File: config.mk
export PLATFORM = sky130hd
export DESIGN_NAME = onewire_byte_engine_flat
export DESIGN_NICKNAME = d
export VERILOG_FILES = /design/src/rtl/onewire_byte_engine_if.sv /design/src/rtl/onewire_byte_engine.sv /design/src/flat_wrapper.sv
export SDC_FILE = /design/constraint.sdc
export NUM_CORES = 1
export LEC_CHECK = 0
export CAP_MARGIN = 40
export CORE_UTILIZATION = 27
export CTS_CLUSTER_DIAMETER = 80
export DETAILED_ROUTE_END_ITERATION = 8
export GPL_TIMING_DRIVEN = 0
export HOLD_SLACK_MARGIN = 0.06
export PLACE_DENSITY_LB_ADDON = 0.05
export SYNTH_ARGS = -nofsm -noshare
export SYNTH_HDL_FRONTEND = slang
export SYNTH_SLANG_ARGS = --single-unit
File: constraint.sdc
create_clock -name clk -period 3.3 [get_ports clk]
set_input_delay 0.99 -clock clk [delete_from_list [all_inputs] [get_ports clk]]
set_output_delay 0.99 -clock clk [all_outputs]
set_load 0.02 [all_outputs]
File: src/rtl/onewire_byte_engine_if.sv
// Signal bundle between the 1-Wire byte engine and its controller/pad.
// Handshake: start is a one-cycle request, taken on any edge where busy=0 (including the done cycle).
interface onewire_byte_engine_if;
    logic       start;
    logic       rw;
    logic [7:0] tx_byte;
    logic       bus_in;
    logic       drive_low;
    logic       busy;
    logic       done;
    logic [7:0] rx_byte;

    modport master (
        output start,
        output rw,
        output tx_byte,
        output bus_in,
        input  drive_low,
        input  busy,
        input  done,
        input  rx_byte
    );

    modport slave (
        input  start,
        input  rw,
        input  tx_byte,
        input  bus_in,
        output drive_low,
        output busy,
        output done,
        output rx_byte
    );
endinterface

File: src/rtl/onewire_byte_engine.sv
// Byte-level 1-Wire slot generator: eight LSB-first write/read slots per accepted start.
// Every output is registered; the bus is released immediately on reset.
module onewire_byte_engine #(
    parameter int CLK_PER_US  = 27,
    parameter int T_LOW1_US   = 6,
    parameter int T_LOW0_US   = 60,
    parameter int T_SAMPLE_US = 15,
    parameter int T_SLOT_US   = 70
) (
    input  logic                  clk,
    input  logic                  rst_n,
    onewire_byte_engine_if.slave  ow,
    output logic [1:0]            state_dbg
);
    localparam int LOW1 = T_LOW1_US * CLK_PER_US;
    localparam int LOW0 = T_LOW0_US * CLK_PER_US;
    localparam int SAMP = T_SAMPLE_US * CLK_PER_US;
    localparam int SLOT = T_SLOT_US * CLK_PER_US;
    localparam int CW   = $clog2(SLOT) + 1;

    localparam logic [CW-1:0] LOW1_C      = CW'(LOW1);
    localparam logic [CW-1:0] LOW0_C      = CW'(LOW0);
    localparam logic [CW-1:0] SAMP_LAST_C = CW'(SAMP - 1);
    localparam logic [CW-1:0] SLOT_LAST_C = CW'(SLOT - 1);

    typedef enum logic [1:0] {
        IDLE = 2'd0,
        SLOT_ST = 2'd1,
        FIN  = 2'd2
    } state_t;

    state_t          state, state_n;
    logic [CW-1:0]   cnt, cnt_n;
    logic [2:0]      bit_idx, bit_idx_n;
    logic [7:0]      shreg, shreg_n;
    logic            rw_q, rw_n;
    logic [7:0]      rx_q, rx_n;
    logic            drive_low_q, drive_low_n;
    logic            busy_q, busy_n;
    logic            done_q, done_n;

    // Only a write of a 0 bit holds the bus for the long low time.
    function automatic logic [CW-1:0] low_len(input logic r, input logic b);
        return (!r && !b) ? LOW0_C : LOW1_C;
    endfunction

    always_ff @(posedge clk or negedge rst_n) begin
        if (!rst_n) begin
            state       <= IDLE;
            cnt         <= '0;
            bit_idx     <= '0;
            shreg       <= '0;
            rw_q        <= 1'b0;
            rx_q        <= '0;
            drive_low_q <= 1'b0;
            busy_q      <= 1'b0;
            done_q      <= 1'b0;
        end else begin
            state       <= state_n;
            cnt         <= cnt_n;
            bit_idx     <= bit_idx_n;
            shreg       <= shreg_n;
            rw_q        <= rw_n;
            rx_q        <= rx_n;
            drive_low_q <= drive_low_n;
            busy_q      <= busy_n;
            done_q      <= done_n;
        end
    end

    always_comb begin
        state_n     = state;
        cnt_n       = cnt;
        bit_idx_n   = bit_idx;
        shreg_n     = shreg;
        rw_n        = rw_q;
        rx_n        = rx_q;
        drive_low_n = drive_low_q;
        busy_n      = busy_q;
        done_n      = 1'b0;

        case (state)
            IDLE, FIN: begin
                if (ow.start) begin
                    // First low cycle is the one right after acceptance.
                    state_n     = SLOT_ST;
                    cnt_n       = '0;
                    bit_idx_n   = '0;
                    shreg_n     = ow.tx_byte;
                    rw_n        = ow.rw;
                    busy_n      = 1'b1;
                    drive_low_n = ('0 < low_len(ow.rw, ow.tx_byte[0]));
                end else begin
                    state_n     = IDLE;
                    busy_n      = 1'b0;
                    drive_low_n = 1'b0;
                end
            end
            SLOT_ST: begin
                if (cnt == SAMP_LAST_C) begin
                    rx_n = {ow.bus_in, rx_q[7:1]};
                end
                if (cnt == SLOT_LAST_C) begin
                    cnt_n = '0;
                    if (bit_idx == 3'd7) begin
                        state_n     = FIN;
                        done_n      = 1'b1;
                        busy_n      = 1'b0;
                        drive_low_n = 1'b0;
                    end else begin
                        bit_idx_n   = bit_idx + 3'd1;
                        shreg_n     = {1'b0, shreg[7:1]};
                        drive_low_n = ('0 < low_len(rw_q, shreg[1]));
                    end
                end else begin
                    cnt_n       = cnt + CW'(1);
                    drive_low_n = (cnt_n < low_len(rw_q, shreg[0]));
                end
            end
            default: begin
                state_n     = IDLE;
                busy_n      = 1'b0;
                drive_low_n = 1'b0;
            end
        endcase
    end

    assign ow.drive_low = drive_low_q;
    assign ow.busy      = busy_q;
    assign ow.done      = done_q;
    assign ow.rx_byte   = rx_q;
    assign state_dbg    = state;
endmodule

File: src/flat_wrapper.sv
// flat-port wrapper written by rule: the top's interface ports become plain ports
module onewire_byte_engine_flat 
#(
    parameter int CLK_PER_US  = 27,
    parameter int T_LOW1_US   = 6,
    parameter int T_LOW0_US   = 60,
    parameter int T_SAMPLE_US = 15,
    parameter int T_SLOT_US   = 70
)
  (clk, rst_n, state_dbg, ow_start, ow_rw, ow_tx_byte, ow_bus_in, ow_drive_low, ow_busy, ow_done, ow_rx_byte);
  onewire_byte_engine_if ow_i ();
  input  logic clk;
  input  logic rst_n;
  output logic [1:0] state_dbg;
  input wire logic [$bits(ow_i.start)-1:0] ow_start;
  input wire logic [$bits(ow_i.rw)-1:0] ow_rw;
  input wire logic [$bits(ow_i.tx_byte)-1:0] ow_tx_byte;
  input wire logic [$bits(ow_i.bus_in)-1:0] ow_bus_in;
  output wire logic [$bits(ow_i.drive_low)-1:0] ow_drive_low;
  output wire logic [$bits(ow_i.busy)-1:0] ow_busy;
  output wire logic [$bits(ow_i.done)-1:0] ow_done;
  output wire logic [$bits(ow_i.rx_byte)-1:0] ow_rx_byte;
  assign ow_i.start = ow_start;
  assign ow_i.rw = ow_rw;
  assign ow_i.tx_byte = ow_tx_byte;
  assign ow_i.bus_in = ow_bus_in;
  assign ow_drive_low = ow_i.drive_low;
  assign ow_busy = ow_i.busy;
  assign ow_done = ow_i.done;
  assign ow_rx_byte = ow_i.rx_byte;
  onewire_byte_engine #(.CLK_PER_US(CLK_PER_US), .T_LOW1_US(T_LOW1_US), .T_LOW0_US(T_LOW0_US), .T_SAMPLE_US(T_SAMPLE_US), .T_SLOT_US(T_SLOT_US)) u_core (.clk(clk), .rst_n(rst_n), .ow(ow_i), .state_dbg(state_dbg));
endmodule
==> After elaboration in Yosys (flattened, before gate mapping) <==
Cells that the tools add are included.
{ "totals": {"inputBits": 13, "register_bits": 37, "wordCells": 68} }
{ "op_classes": {"muxes": 29, "reduce_logical": 16, "eq_ne": 9, "addsub": 2, "magnitude_cmp": 3} }
{ "op_table": {"columns": ["operator", "count"], "rows": [
  ["two-way mux 11 bit", 3],
  ["< comparator 1 x 12 -> 1 bit (first input constant)", 2],
  ["two-way mux 12 bit", 2],
  ["two-way mux 8 bit", 3],
  ["one-hot mux 12 bit (2 select lines)", 1],
  ["one-hot mux 8 bit (2 select lines)", 1],
  ["adder 12 x 1 -> 12 bit (second input constant)", 1],
  ["== test 12 x 11 -> 1 bit (second input constant)", 1],
  ["== test 12 x 9 -> 1 bit (second input constant)", 1],
  ["< comparator 12 bit", 1],
  ["two-way mux 1 bit", 10],
  ["two-way mux 3 bit", 3],
  ["AND reduction 2 bit", 4],
  ["one-hot mux 3 bit (2 select lines)", 1],
  ["zero test 1 bit", 5],
  ["two-way mux 2 bit", 2],
  ["!= test 2 x 1 -> 1 bit (second input constant)", 2],
  ["!= test 2 bit (second input constant)", 2],
  ["one-hot mux 1 bit (2 select lines)", 2],
  ["one-hot mux 2 bit (2 select lines)", 1],
  ["AND reduction 4 bit", 1],
  ["adder 3 x 1 -> 3 bit (second input constant)", 1],
  ["== test 3 bit (second input constant)", 1],
  ["logical AND 1 bit", 3],
  ["5 further kinds", 5]
]} }

==> Longest topological paths before layout <==
Gate-level depths: netlist (run 1).
{ "logic_depth": {"depth_word": 7, "mapped_depth": 11, "depth_no_buf": 10} }

==> Worst setup path after synthesis (run 1) <==
Ideal clock, no wire load.
{ "synth_timing": {"path_type": "register to register", "startpoint": "reg u_core.cnt[0]", "endpoint": "reg u_core.drive_low_q, in the netlist u_core.ow.drive_low", "path_buffers": 0, "required_time_ns": 3.235, "path_slack_ns": 1.071, "stages_incl_launch_ff": 11, "arrival_ns": 2.164, "synth_period_minus_slack_ns": 2.229, "path_cell_list": "dfrtp_1 ha_1 nand2_1 nor2_1 xor2_1 ha_1 a21oi_1 a21boi_0 o41a_1 o21ai_0 a31o_1"} }
{ "synth_between": {"elab_chain_cells": 4, "elab_cells_between_ends": 5, "cone_classes": "1 x add/sub; 1 x order compare; 1 x eq/ne; 2 x mux"} }
{ "synth_lines": {"columns": ["item", "line_no", "source"], "rows": [
  ["from (decl)", "onewire_byte_engine.sv:33", "logic [CW-1:0] cnt, cnt_n;"],
  ["from (signal assigned)", "onewire_byte_engine.sv:60", "cnt <= cnt_n;"],
  ["adder 12 x 1 -> 12 bit", "onewire_byte_engine.sv:116", "cnt_n = cnt + CW'(1);"],
  ["< comparator 12 bit", "onewire_byte_engine.sv:117", "drive_low_n = (cnt_n < low_len(rw_q, shreg[0]));"],
  ["two-way mux 1 bit *", "onewire_byte_engine.sv:103", "if (cnt == SLOT_LAST_C) begin"],
  ["one-hot mux 1 bit (2 select lines) *", "onewire_byte_engine.sv:82", "case (state)"],
  ["named net u_core.drive_low_n", "onewire_byte_engine.sv:38", "logic drive_low_q, drive_low_n;"],
  ["to (signal assigned)", "onewire_byte_engine.sv:65", "drive_low_q <= drive_low_n;"],
  ["to (decl)", "onewire_byte_engine.sv:38", null]
]} }
Mark *: on every way through the listed nets, which the timed path passes. The rest lies on a longest branch.
A chain may end at the register's enable or synchronous reset.

==> Worst setup path in the final report (run 1) <==
Same ends and word-level chain as after synthesis.

==> run_results.csv, run 1 <==
group,metric,value,unit
power,intPower,643,uW
cells_and_area,syn2layout_area_growth,23.8,%
power,power_density,327,mW/mm2
timing,fin_crit,2580,ps
clocking,path_clk_slew,80,ps
logic_synthesis,avgSynthCellArea,10.3,um2
critical_path,criticalPathCategory,"reg2reg",
critical_path,startpoint_type,"flop",
timing,hold_violations,0,
timing,fmax,388,MHz
power,p_sw,190,uW
routing,drtIter0Drc,47,
logic_synthesis,async_reset_ff_frac,1.00,
clocking,cts_buffers,5,
global_routing,grt_max_degree,22,
logic_synthesis,syn_area,0.00206,mm2
cells_and_area,drive_gt1_frac,0.180,
cells_and_area,nets,257,
routing,drc_errors,0,
die,die_area,0.00797,mm2
clocking,cts_sinks,36,
clocking,postCtsSetupRepairBufs,0,
critical_path,arrival,2800,ps
run_status,status,"finished clean",
clocking,hold_buffers,0,
cells_and_area,layout_commonest_cell,"dfrtp_1",
clocking,cts_tree,"yes",
power,switching_share,0.228,
logic_synthesis,ys_seq_area_frac,0.438,
critical_path,crit_family,"compound AO/OA/AOI/OAI gates",
die,initial_utilization,0.282,
timing,min_period_over_period,0.781,
critical_path,cpPeakStageDelay,470,ps
cells_and_area,n_antenna_cell,0,
die,io_pins,26,
critical_path,required,3520,ps
logic_synthesis,ys.flop_type,"dfrtp_1",
power,power.leakage,0.00109,uW
global_routing,grt_pass1_wl,7590,um
placed_design,dpl-instance-area,0.00245,mm2
logic_synthesis,synth-edff-count,0,
routing,drt_pass1_iterations,4,
clocking,insertion_delay,290,ps
logic_synthesis,yosys_warnings,0,
clocking,cts_root_buf,"clkbuf_8",
critical_path,cp_cell_sequence,"ha_1 > nand2_1 > nor2_1 > xor2_1 > ha_1 > a21oi_1 > a21boi_0 > o41a_1 > o21ai_0 > a31o_1",
cells_and_area,layout_common_cells,"dfrtp_1, clkdlybuf4s50_1, nand2_1",
placed_design,gp_congestion,0.716,
timing,slew_headroom,0.671,
global_routing,grt_antenna_before_repair,0,
placed_design,hpwlAfterDp,3400,um
critical_path,end_kind,"flop",
timing,tns,0,ps
cells_and_area,n_fill_cell,802,
timing,grt_setup_unrepaired,"false",
power,pwr-share-comb,0.063,
die,fp-row-count,31,
routing,via_per_inst,4.59,
logic_synthesis,syn_nets,224,
critical_path,crit_top_cell,"ha_1",
run,maxCapViolations,0,
clocking,clock_path_buffers,2,
global_routing,grt_usage,0.127,
logic_synthesis,synth_cell_types,42,
logic_synthesis,ys_ff_latch,36,
timing,tightest_slew,493,ps
die,die_w,89.3,um
global_routing,overflow,0,
global_routing,grt_pass1_vias,1457,
die,core,0.00729,mm2
critical_path,crit_fanout,7,
timing,setup_viol,0,
timing,finClkSkew,5.66,ps
cells_and_area,fin_area,0.00255,mm2
routing,wire_per_inst,13.4,um
clocking,ctsHtreeMaxLevel,2,
routing,vias,1525,
timing,slew_viol_final,0,
critical_path,slowest_stage,"dfrtp_1",
routing,antenna_left,0,
power,sequentialPowerShare,0.543,
routing,drt-total-wl,4440,um
power,ir_drop,0.150,mV
critical_path,cp_num_buf_inv,0,
clocking,cts.repair.resized,0,
hold_path,worstHoldPathType,"reg2reg",
logic_synthesis,syn_inst,199,
power,power_frac_clock,0.393,
placed_design,io_buffers,25,
die,fp.dieH,89.3,um
state kept, by name, indices dropped and copies added (netlist names):
signal,flops
u_core.cnt,12
u_core.ow.rx_byte,8
u_core.shreg,8
u_core.bit_idx,3
u_core.ow.busy,1
u_core.ow.done,1
u_core.ow.drive_low,1
u_core.rw_q,1
u_core.state_dbg,1
stage by stage:
step	worst slack [ps]	hold WS, ps	instances	utilization	power (uW)
5_1_grt	515	548	332	0.349	879
3_5_place_dp	690	493	324	0.336	516
6_report	722	505	332	0.349	833
3_3_place_gp	262	488	323	0.333	513
2_1_floorplan	1070	480	199	-	482
4_1_cts	691	511	332	0.349	852
worst paths after layout:
check	from	endpoint	slack [ps]	cells past startpoint
min in group asynchronous	rst_n	u_core.cnt[0]	630	1
worst min-delay path	u_core.ow.rx_byte[0]	u_core.ow.rx_byte[0]	510	1
worst max-delay path	u_core.cnt[0]	u_core.ow.drive_low	720	10
max in group asynchronous	rst_n	u_core.ow.rx_byte[6]	2220	2
worst min register to register	u_core.ow.rx_byte[0]	u_core.ow.rx_byte[0]	510	1
worst max register to register	u_core.cnt[0]	u_core.ow.drive_low	720	10
logic make-up (layout without fill, tap and decap cells):
kind of cell               after synthesis  in the layout  synth area share
adders and majority gates               12             12            0.0730
xor gates and xnor gates                 9              9            0.0383
and+or+nand+nor                         73             73             0.191
buffers and inverters                   17             51            0.0444
DFF                                     36             36             0.438
muxes                                   10             10            0.0547
AOI/OAI and AO/OA                       42             42             0.161
synth_stat cells (2+ instances only):
cell type / instances / area, um2
a31oi_2: 6 / 75.1
inv_1: 6 / 22.5
a22o_1: 5 / 43.8
dfrtp_1: 36 / 901
a31oi_1: 5 / 31.3
buf_4: 2 / 15.0
nand4_1: 3 / 18.8
nor3_1: 2 / 10.0
nand2b_1: 2 / 12.5
mux2_2: 10 / 113
clkbuf_1: 3 / 11.3
nand2_1: 22 / 82.6
nor2_1: 20 / 75.1
o21ai_0: 16 / 80.1
xnor2_1: 3 / 26.3
and3_1: 3 / 18.8
nand3_1: 9 / 45.0
o31ai_1: 2 / 15.0
buf_2: 3 / 15.0
buf_6: 2 / 22.5
ha_1: 12 / 150
xor2_1: 6 / 52.6
nor2b_1: 2 / 12.5
routing by layer:
metal,routed length (um),part of all wire,up-vias,GRT usage
met1,2140,0.48,725,0.172
met2,2130,0.48,28,0.203
met4,24,0.0054,0,0.0346
met5,0,0,-,0
met3,150,0.034,3,0.0305
li1,-,-,769,-
final cells by class:
type,count,area (um2),share of cell area
plain buffers,11,68.8,0.0270
clock buffers,6,82.6,0.0324
clock inverters,2,10.0,0.00393
inverters,6,22.5,0.00885
multi-input cells,146,1060,0.418
flip-flops and latches,36,901,0.354
well taps,99,124,0.0486
repair buffers,26,273,0.107
power by group through the flow:
stage	Combinational (uW)	Clock, uW	Sequential, uW
6_report	52.7	328	452
5_1_grt	61.4	365	453
4_1_cts	54.9	345	452
3_5_place_dp	54.6	0	461
3_3_place_gp	51.3	0	461
2_1_floorplan	21.0	0	461
(Power assumes the default switching activity.)
==> run 2, diff against run 1 <==
clock period = 2.6 ns   (was 3.3 ns; I/O delays follow)
==> run 2 against run 1 <==
Net effect: global-route usage is the same; maximum frequency increased by 7.6%; sequential cell count unchanged; critical path depth did not move; sequential power up 27%; routed wire length increased by 0.25%; largest power group unchanged.
==> run_results.csv, run 2 (synthesized netlist as in run 1, its figures left out) <==
group,metric,value,unit
cells_and_area,layout_common_cells,"dfrtp_1, clkdlybuf4s50_1, nand2_1",
global_routing,grt_antenna_before_repair,0,
cells_and_area,n_fill_cell,799,
die,die_area,0.00797,mm2
critical_path,arrival,2620,ps
global_routing,overflow,0,
die,initial_utilization,0.282,
clocking,clock_path_buffers,2,
clocking,hold_buffers,0,
power,power.leakage,0.00109,uW
placed_design,hpwlAfterDp,3400,um
cells_and_area,layout_commonest_cell,"dfrtp_1",
die,die_w,89.3,um
die,fp.dieH,89.3,um
routing,wire_per_inst,13.4,um
critical_path,end_kind,"flop",
placed_design,pre_cts_ws,13.0,ps
clocking,cts_buffers,5,
clocking,cts_tree,"yes",
routing,drtIter0Drc,41,
placed_design,gp_congestion,0.716,
timing,min_period_over_period,0.921,
routing,antenna_left,0,
routing,vias,1538,
critical_path,required,2820,ps
hold_path,worstHoldPathType,"in2async",
routing,drc_errors,0,
critical_path,startpoint_type,"flop",
critical_path,criticalPathCategory,"reg2reg",
placed_design,place_inst,324,
routing,drt_pass1_iterations,4,
global_routing,grt_usage,0.127,
power,power_density,411,mW/mm2
clocking,ctsHtreeMaxLevel,2,
timing,tightest_slew,494,ps
global_routing,grt_max_degree,22,
die,core,0.00729,mm2
placed_design,io_buffers,25,
cells_and_area,finalNonFillerCells,333,
run_status,status,"finished clean",
timing,hold_violations,0,
cells_and_area,largest_reg_flops,12,
routing,drt-total-wl,4450,um
critical_path,crit_fanout,6,
cells_and_area,fin_area,0.00257,mm2
run,maxCapViolations,0,
cells_and_area,largest_register,"u_core.cnt",
timing,slew_headroom,0.671,
clocking,cts_root_buf,"clkbuf_8",
timing,slew_viol_final,0,
placed_design,dpl-instance-area,0.00245,mm2
cells_and_area,n_antenna_cell,0,
cells_and_area,nets,258,
cells_and_area,syn2layout_area_growth,25.2,%
power,total_power,1060,uW
die,io_pins,26,
timing,grt_setup_unrepaired,"false",
cells_and_area,drive_gt1_frac,0.197,
die,fp-row-count,31,
global_routing,grt_pass1_vias,1457,
timing,whs,422,ps
timing,fin_ws,205,ps
clocking,cts_sinks,36,
clocking,path_clk_slew,80,ps
routing,via_per_inst,4.62,
timing,fmax,418,MHz
timing,setup_viol,0,
timing,fin_crit,2390,ps
clocking,insertion_delay,290,ps
global_routing,grt_pass1_wl,7590,um
power,ir_drop,0.190,mV
timing,finClkSkew,5.87,ps
-- run 2: report_power, final --
part | total, uW | leakage, uW | switching [uW] | internal (uW)
combinational | 66.9 | 0.000611 | 31.4 | 35.5
sequential | 574 | 0.000428 | 5.02 | 569
clock | 417 | 0.0000510 | 205 | 212
-- run 2: layer usage --
layer | share of wire | GRT usage
met1 | 0.48 | 0.172
met5 | 0 | 0
met2 | 0.48 | 0.203
met4 | 0.0043 | 0.0346
met3 | 0.035 | 0.0305
-- run 2: area by class of cell --
type,count,area (um2),area share
timing repair buffer,27,280,0.109
clock buffer,6,82.6,0.0321
tap,99,124,0.0481
multi-input combinational,146,1080,0.421
clock inverter,2,10.0,0.00389
sequential,36,903,0.351
buffer,11,68.8,0.0267
inverter,6,22.5,0.00875
-- run 2: final timing paths --
| path | start | to | slack [ps] | cells past startpoint |
|---|---|---|---|---|
| max | u_core.cnt[1] | u_core.ow.drive_low | 210 | 10 |
| min | rst_n | u_core.cnt[0] | 420 | 1 |
| max reg2reg | u_core.cnt[1] | u_core.ow.drive_low | 210 | 10 |
| min reg2reg | u_core.ow.rx_byte[0] | u_core.ow.rx_byte[0] | 510 | 1 |
| max in group asynchronous | rst_n | u_core.cnt[3] | 1720 | 2 |
| min in group clk | u_core.ow.rx_byte[0] | u_core.ow.rx_byte[0] | 510 | 1 |
-- run 2: timing repair --
action                                  in CTS  in global routing
endpoints found under the hold margin        0                  0
gates cloned                                 0                  0
pin swaps                                    0                  1
setup buffers                                0                  1
endpoints found under the setup margin       1                  1
resized for setup                            1                  4
-- run 2: critical path: stages (launching register included) --
cell and delay, ps:
dfrtp_1 450, ha_4 200, nand2_1 60, nor2_1 110
xor2_1 210, ha_1 290, a21oi_1 140, a21boi_0 100
o41a_1 400, o21ai_0 180, a31o_1 190
-- run 2: stage by stage --
stage | utilization | setup TNS, ps
finish | 0.353 | 0
global route | 0.353 | 0
CTS | 0.350 | 0
detailed placement | 0.336 | 0
global placement | 0.333 | -8130
floorplan | - | 0
==> run 3, diff against run 2 <==
CORE_UTILIZATION = 55   (was 27)
HOLD_SLACK_MARGIN = unset   (was 0.06)
==> run 3 against run 2 <==
Net effect: die area is 50% lower; critical path type unchanged; sequential share of layout area is 1.2 points higher; critical path depth stayed put.
==> run_results.csv, run 3 (synthesized netlist as in run 1, its figures left out) <==
group,metric,value,unit
run_status,status,"finished clean",
routing,antenna_left,0,
timing,tightest_slew,789,ps
global_routing,grt_antenna_before_repair,0,
routing,drt-total-wl,4290,um
routing,vias,1601,
timing,fin_crit,2470,ps
cells_and_area,largest_reg_flops,12,
timing,tns,0,ps
timing,slew_viol_final,0,
clocking,ctsHtreeMaxLevel,2,
clocking,insertion_delay,290,ps
timing,grt_setup_unrepaired,"false",
cells_and_area,largest_register,"u_core.cnt",
timing,hold_violations,0,
clocking,cts_buffers,5,
power,power.leakage,0.00108,uW
timing,slew_headroom,0.474,
cells_and_area,nets,256,
power,ir_drop,0.305,mV
critical_path,r2r_slack,130,ps
critical_path,criticalPathCategory,"reg2reg",
critical_path,arrival,2700,ps
placed_design,place_inst,270,
clocking,clock_path_buffers,2,
global_routing,grt_usage,0.246,
power,total_power,1130,uW
critical_path,crit_fanout,7,
global_routing,grt_pass1_wl,7530,um
cells_and_area,layout_commonest_cell,"dfrtp_1",
die,fp.dieH,63.2,um
clocking,postCtsSetupRepairBufs,0,
critical_path,startpoint_type,"flop",
timing,finClkSkew,5.79,ps
placed_design,hpwlAfterDp,3120,um
routing,drtIter0Drc,77,
global_routing,overflow,0,
critical_path,crit_path_start,"u_core.cnt[0]",
cells_and_area,drive_gt1_frac,0.203,
critical_path,required,2830,ps
die,die_area,0.00399,mm2
clocking,cts_tree,"yes",
die,io_pins,26,
die,die_w,63.2,um
critical_path,r2r_cells,10,
cells_and_area,finalNonFillerCells,278,
cells_and_area,syn2layout_area_growth,21.4,%
cells_and_area,layout_common_cells,"dfrtp_1, clkdlybuf4s50_1, nand2_1",
clocking,cts_root_buf,"clkbuf_8",
critical_path,end_kind,"flop",
routing,wire_per_inst,15.4,um
power,power_density,451,mW/mm2
die,core,0.00347,mm2
clocking,hold_buffers,0,
clocking,cts_sinks,36,
hold_path,worstHoldPathType,"reg2reg",
critical_path,reg2reg_to,"u_core.ow.drive_low",
hold_path,whs_path_depth,1,
routing,drc_errors,0,
die,fp-row-count,21,
routing,via_per_inst,5.76,
cells_and_area,n_antenna_cell,0,
global_routing,grt_max_degree,37,
global_routing,grt_pass1_vias,1658,
run,maxCapViolations,0,
die,initial_utilization,0.593,
cells_and_area,n_fill_cell,279,
critical_path,regToRegStartpoint,"u_core.cnt[0]",
placed_design,io_buffers,25,
timing,fmax,404,MHz
routing,drt_pass1_iterations,4,
clocking,path_clk_slew,70,ps
critical_path,crit_end,"u_core.ow.drive_low",
timing,min_period_over_period,0.951,
placed_design,gp_congestion,0.891,
timing,setup_viol,0,
## run 3: per-stage QoR
step | util | instance area [um2] | hold slack (ps) | setup slack, ps
floorplan | - | 2060 | 480 | 371
global placement | 0.682 | 2360 | 488 | 30.9
detailed placement | 0.680 | 2360 | 498 | 3.94
CTS | 0.713 | 2470 | 515 | 37.2
global route | 0.720 | 2500 | 530 | 4.32
finish | 0.720 | 2500 | 510 | 127
## run 3: power breakdown
part | internal (uW) | leakage [uW] | switching, uW | total, uW
Clock | 283 | 0.0000541 | 205 | 488
Sequential | 569 | 0.000427 | 5.32 | 575
Combinational | 31.6 | 0.000594 | 31.2 | 62.7
## run 3: worst min path at each step
stage,startpoint,slack (ps),end
floorplan,rst_n,480,u_core.bit_idx[0]
global placement,u_core.ow.rx_byte[0],490,u_core.ow.rx_byte[0]
detailed placement,u_core.rw_q,500,u_core.rw_q
CTS,u_core.rw_q,520,u_core.rw_q
global route,u_core.ow.rx_byte[0],530,u_core.ow.rx_byte[0]
finish,u_core.rw_q,510,u_core.rw_q
## run 3: layer usage
layer / global-route usage / share of wire / up-vias
met3: 0.0634 / 0.042 / 9
li1: - / - / 768
met1: 0.319 / 0.46 / 785
met2: 0.384 / 0.48 / 39
met5: 0 / 0 / -
met4: 0.113 / 0.016 / 0
## run 3: worst max-delay path, cell delays in order, from the launching register on
cell      delay [ps]
dfrtp_2          450
ha_4             200
nand2_1           70
nor2_1           110
xor2_1           250
ha_1             300
a21oi_1          150
a21boi_0          90
o41a_1           400
o21ai_0          190
a31o_1           180
## run 3: layout make-up
| class | count | area (um2) | area share |
|---|---|---|---|
| well taps | 46 | 57.6 | 0.0230 |
| plain buffers | 11 | 68.8 | 0.0276 |
| flip-flops and latches | 36 | 906 | 0.363 |
| clock inverters | 3 | 42.5 | 0.0170 |
| clock buffers | 5 | 68.8 | 0.0276 |
| inverters | 6 | 22.5 | 0.00902 |
| multi-input cells | 146 | 1090 | 0.435 |
| repair buffers | 25 | 245 | 0.0982 |
## run 3: timing repair
action | CTS | global route
setup endpoints to repair | 1 | 1
resized for setup | 1 | 7
pin swaps | 0 | 1
